File: src/rtl/traffic_monitor.sv
// traffic_monitor: independent checker on the four-approach lamp bus.
// Flags illegal aspects, out-of-order phases and dwell-time violations, latching the first fault.
module traffic_monitor #(
  parameter int DWELL_L = 7,
  parameter int DWELL_R = 6,
  parameter int DWELL_S = 5,
  parameter int DWELL_B = 7,
  parameter int TOL     = 1
) (
  input  logic        clk,
  input  logic        rst,
  input  logic        tick,
  input  logic [2:0]  l,
  input  logic [2:0]  r,
  input  logic [2:0]  s,
  input  logic [2:0]  b,
  output logic        fault,
  output logic [2:0]  fault_code,
  output logic [1:0]  phase,
  output logic        phase_valid,
  output logic        in_sync,
  output logic [15:0] cycles
);

  localparam logic [2:0] GRN = 3'b001;
  localparam logic [2:0] AMB = 3'b010;
  localparam logic [2:0] RED = 3'b100;

  typedef enum logic [1:0] {ST_SYNC, ST_TRACK, ST_FAULT} state_t;

  state_t     state;
  logic [2:0] l_q, r_q, s_q, b_q;
  logic       tick_q;
  logic       armed;
  logic       seen;
  logic [3:0] dwell;

  logic [3:0] greens;
  logic       codes_ok, multi_green, aspect_ok, valid, change;
  logic [1:0] dec_phase;
  logic [2:0] pat_code, track_code, new_code;
  int         dwell_exp, credited;

  function automatic logic is_code(input logic [2:0] c);
    return (c == GRN) || (c == AMB) || (c == RED);
  endfunction

  always_ff @(posedge clk) begin
    if (rst) begin
      l_q    <= '0;
      r_q    <= '0;
      s_q    <= '0;
      b_q    <= '0;
      tick_q <= 1'b0;
    end else begin
      l_q    <= l;
      r_q    <= r;
      s_q    <= s;
      b_q    <= b;
      tick_q <= tick;
    end
  end

  always_comb begin
    greens      = {b_q == GRN, s_q == GRN, r_q == GRN, l_q == GRN};
    codes_ok    = is_code(l_q) && is_code(r_q) && is_code(s_q) && is_code(b_q);
    multi_green = (greens & (greens - 4'd1)) != 4'd0;
    dec_phase   = 2'd0;
    aspect_ok   = 1'b0;
    case (greens)
      4'b0001: begin dec_phase = 2'd0; aspect_ok = (r_q == AMB) && (s_q == RED) && (b_q == RED); end
      4'b0010: begin dec_phase = 2'd1; aspect_ok = (l_q == RED) && (s_q == AMB) && (b_q == RED); end
      4'b0100: begin dec_phase = 2'd2; aspect_ok = (l_q == RED) && (r_q == RED) && (b_q == AMB); end
      4'b1000: begin dec_phase = 2'd3; aspect_ok = (l_q == AMB) && (r_q == RED) && (s_q == RED); end
      default: ;
    endcase

    if (!codes_ok)            pat_code = 3'd1;
    else if (multi_green)     pat_code = 3'd2;
    else if (greens == 4'd0)  pat_code = 3'd3;
    else if (!aspect_ok)      pat_code = 3'd4;
    else                      pat_code = 3'd0;
    valid = (pat_code == 3'd0);

    case (phase)
      2'd0:    dwell_exp = DWELL_L;
      2'd1:    dwell_exp = DWELL_R;
      2'd2:    dwell_exp = DWELL_S;
      default: dwell_exp = DWELL_B;
    endcase
    // A tick arriving with the phase change still belongs to the outgoing phase.
    credited = int'(dwell) + int'(tick_q);
    change   = valid && seen && (dec_phase != phase);

    track_code = 3'd0;
    if (change && (dec_phase != 2'(phase + 2'd1)))
      track_code = 3'd5;
    else if (change && (credited < dwell_exp - TOL))
      track_code = 3'd6;
    else if (valid && !change && tick_q && (int'(dwell) + 1 > dwell_exp + TOL))
      track_code = 3'd7;

    if (pat_code != 3'd0)       new_code = pat_code;
    else if (state == ST_TRACK) new_code = track_code;
    else                        new_code = 3'd0;
  end

  // The first sample after reset holds the cleared input stage, so it is skipped.
  always_ff @(posedge clk) begin
    if (rst) begin
      state       <= ST_SYNC;
      armed       <= 1'b0;
      seen        <= 1'b0;
      dwell       <= 4'd0;
      fault       <= 1'b0;
      fault_code  <= 3'd0;
      phase       <= 2'd0;
      phase_valid <= 1'b0;
      in_sync     <= 1'b0;
      cycles      <= 16'd0;
    end else begin
      armed <= 1'b1;
      if (armed) begin
        phase_valid <= valid;
        if (valid) begin
          phase <= dec_phase;
          seen  <= 1'b1;
        end
        case (state)
          ST_SYNC, ST_TRACK: begin
            if (new_code != 3'd0) begin
              state      <= ST_FAULT;
              fault      <= 1'b1;
              fault_code <= new_code;
              in_sync    <= 1'b0;
            end else if (change) begin
              dwell   <= 4'd0;
              state   <= ST_TRACK;
              in_sync <= 1'b1;
              if (state == ST_TRACK && phase == 2'd3 && cycles != 16'hFFFF)
                cycles <= cycles + 16'd1;
            end else if (tick_q && dwell != 4'hF) begin
              dwell <= dwell + 4'd1;
            end
          end
          default: ;
        endcase
      end
    end
  end

endmodule

File: config.mk
export PLATFORM = sky130hd
export DESIGN_NAME = traffic_monitor
export DESIGN_NICKNAME = d
export VERILOG_FILES = /design/src/rtl/traffic_monitor.sv
export SDC_FILE = /design/constraint.sdc
export NUM_CORES = 1
export LEC_CHECK = 0
export ABC_CLOCK_PERIOD_IN_PS = 5900
export CORE_MARGIN = 1
export CORE_UTILIZATION = 60
export CTS_BUF_LIST = sky130_fd_sc_hd__clkbuf_4
export CTS_CLUSTER_DIAMETER = 80
export DETAILED_ROUTE_END_ITERATION = 8
export PLACE_DENSITY_LB_ADDON = 0.2
export SKIP_CTS_REPAIR_TIMING = 1
export SYNTH_ARGS = -nofsm -noshare
export SYNTH_HDL_FRONTEND = slang
export SYNTH_SLANG_ARGS = --single-unit
File: constraint.sdc
create_clock -name clk -period 5.9 [get_ports clk]
set_clock_uncertainty 0.05 [all_clocks]
set_input_delay 0.885 -clock clk [delete_from_list [all_inputs] [get_ports clk]]
set_output_delay 0.885 -clock clk [all_outputs]
set_load 0.005 [all_outputs]
==> results.md <==
- GR Util All Layers: a little over a quarter
- Clock buffer depth: 2
- Min cycle time layout: around 3.5 ns
- Drt pass-1 iters: 6
- Clock latency on the worst-skew pair: 0.36 ns
- Worst slack, placed: approximately 2.4 ns
- Worst-Margin Slew: 1.09 ns
- Max Clk Rate: about 280 MHz
- Syn Area/Cell: 8.72 um^2
- Cells after synthesis: a little over 300
- Drt drc: 0
- Most common cell in the synthesized netlist: dfxtp_1
- H-tree depth: 2
- Top FF cell, synth: dfxtp_1
- Vias/cell: between 6 and 7
- Setup crit end kind: register
- Design area: between 3000 and 4000 um^2
- Status: finished, final reports clean
- Ranking of synthesized cells by area: dfxtp_1 32%, ha_1 6.0%, nor2b_1 4.4%
- Mapped Nets: between 300 and 400
- # rows: 24
- Crit-path max FO: 30
- DRT antenna net count: 0
- # IOs: 39
- Final setup vio count: 0
- Largest net degree at the start of global routing: between 40 and 50
- Sequential cell area fraction in the yosys report: 32.5%
- Post-Synth Adder-Cell Area: under 10%
- Diodes inserted: 0
- Core area: ~4400 um^2
- Hold Crit Class: reg2reg
- Critical path's slowest cell: or4_1
- RSZ-0062 raised after global routing: false
- Port bufs: 38
- Fin util: between 70 and 80%
- CP startpoint kind: register
- Synth Register Bits: 44
- Normalized max-slew margin: between 20 and 30%
- Placed cell areas: between 3000 and 4000 um^2
- Crit-path cells: inv_1 > ha_1 > inv_1 > nand3_1 > a2111oi_2 > o31a_4 > o2111ai_2 > or4_1 > a21oi_1
- Final-report hold violation count: 0
- Synth-to-Final Area Change: 18.5%
- Largest family of logic cells by synthesized area: simple AND/OR/NAND/NOR gates
- TNS Setup: 0 ns
- Worst Path Required: between 6 and 7 ns
- Post-Synth XOR/XNOR Area: ~1.9%
- Die Y: a little under 70 um
- Final Cycle Share: around three fifths
- Vias: approximately 2.6k
- Layout Nets: 371
- Share of layout cells above drive strength 1: roughly 8.2%
- Yosys top cell area share: 32.5%
- Drt wl/cell: between 15 and 20 um
- Synthesized area: 2710 um^2
- Clk sink count: 44
- Peak VDD IR: ~0.00015 V
- Initial Util: between 60% and 70%
- Max stage delay on crit path: roughly 0.7 ns
- Initial detailed-routing violation count: 296
- Fillers: around 330
- Final wirelength: ~6.4 mm
- Crit path DAT: ~3.8 ns
- Max_cap viols: 0
- Vias in the first global route: around 2.4k
- Final setup margin: ~2.4 ns
- Post-Synth Simple-Gate Area: ~30%
- EDFF count, synth: 0
- Die area: roughly 4800 um^2
- Complex-gate fraction of the synthesized area: roughly a quarter
- Mux cell area share after synthesis: 1.94%
- CTS Buf Count: 5
- RD Place Congestion: slightly above 0.9
- HPWL Detailed: around 4.5 mm
- Static Leak: 1.17 nW
- Placed Cells: 388
- Cell taking the most area after synthesis: dfxtp_1
- CTS root buf: clkbuf_4
- Clk slew on worst S/H paths: ~0.13 ns
- Pwr Density: around 190 nW/um^2
- Congestion Overflow GR: 0
- Most numerous cell on the critical path: inv_1
- CTS tree: done
- Asr flop ratio synth: 0%
- Synth warn: 0
- Initial antenna violation count: 0
- Die width: 69.2 um
- First-pass GRT wire length: between 10 and 15 mm
- Synth cell count leaders: 44 x dfxtp_1, 25 x nand2_1, 22 x a21oi_1
- Non-Filler Instances: 395
- Library cells used by synthesis: 63
- Max-slew violation count: 0
- WS Path Type: reg2reg
==> metal layers <==
layer  up-vias  GRT usage, %  part of all wire (%)
met1      1223          35.3                    44
met5         -             0                     0
met3        18          5.96                   5.6
met2        90          44.0                    47
met4         0          11.3                   2.6
li1       1249             -                     -
==> power breakdown <==
group | total [mW] | internal [mW] | switching [mW]
combinational | 0.0540 | 0.0273 | 0.0267
sequential | 0.314 | 0.304 | 0.00992
clock | 0.226 | 0.130 | 0.0967
==> cell usage in the layout (no fill, tap or decap), types with 4 or more instances in the layout <==
cell | synthesis | layout
nand3_1 | 10 | 10
clkbuf_4 | 0 | 5
nand4_1 | 6 | 6
or3_1 | 4 | 4
nand2_1 | 25 | 25
a21oi_1 | 22 | 22
nor2b_1 | 19 | 19
o21ai_0 | 9 | 9
nor2_1 | 14 | 14
inv_1 | 10 | 10
and3_1 | 6 | 6
a31oi_1 | 6 | 6
clkdlybuf4s50_1 | 0 | 38
ha_1 | 13 | 13
o31ai_1 | 12 | 12
dfxtp_1 | 44 | 44
nor3_1 | 7 | 7
or4_1 | 9 | 9
==> critical path: cells and delay by family (launching register included) <==
family                   cells  cell delay (ns)
AO/OA/AOI/OAI                4             1.37
flip-flops                   1             0.60
buffers and inverters        2             0.27
AND/OR/NAND/NOR              2             0.80
adder cells (fa/ha/maj)      1             0.40
==> through the flow <==
stage                     hold WS [ns]  power (mW)
after floorplan                  0.392       0.352
after global placement           0.384       0.372
after detailed placement         0.391       0.373
after CTS                        0.409       0.595
after global routing             0.429       0.619
final                            0.407       0.594
==> cell type report <==
class	instances	area, um^2	share of cell area, %
timing repair buffer	39	388	12.1
multi-input combinational	243	1740	54.3
inverter	10	37.5	1.17
clock buffer	5	37.5	1.17
tap	52	65.1	2.03
sequential	44	881	27.4
clock inverter	2	60.1	1.87
==> path summary, 6_finish.rpt <==
check | startpoint | end | slack, ns | cells after the start
worst min-delay path | fault$_SDFFE_PP0P_ | fault$_SDFFE_PP0P_ | 0.41 | 2
worst min register to register | fault$_SDFFE_PP0P_ | fault$_SDFFE_PP0P_ | 0.41 | 2
worst max register to register | phase[0]$_SDFFE_PP0P_ | cycles[9]$_SDFFE_PP0P_ | 2.36 | 9
worst max-delay path | phase[0]$_SDFFE_PP0P_ | cycles[9]$_SDFFE_PP0P_ | 2.36 | 9
==> flip-flops by register name (all words and copies together), names as in the netlist <==
| signal | count |
|---|---|
| tick_q | 1 |
| fault_code | 3 |
| dwell | 4 |
| l_q | 3 |
| phase_valid | 1 |
| b_q | 3 |
| state | 2 |
| r_q | 3 |
| fault | 1 |
| s_q | 3 |
| armed | 1 |
| phase | 2 |
| cycles | 16 |
| seen | 1 |
==> kinds of logic after synthesis <==
kind of cell,Yosys count
compound gates,85
xor+xnor,6
fa+ha+maj,13
buf+inv,24
flops,44
mux,5
simple gates,134
No activity file was read; power rests on OpenSTA's default activity.
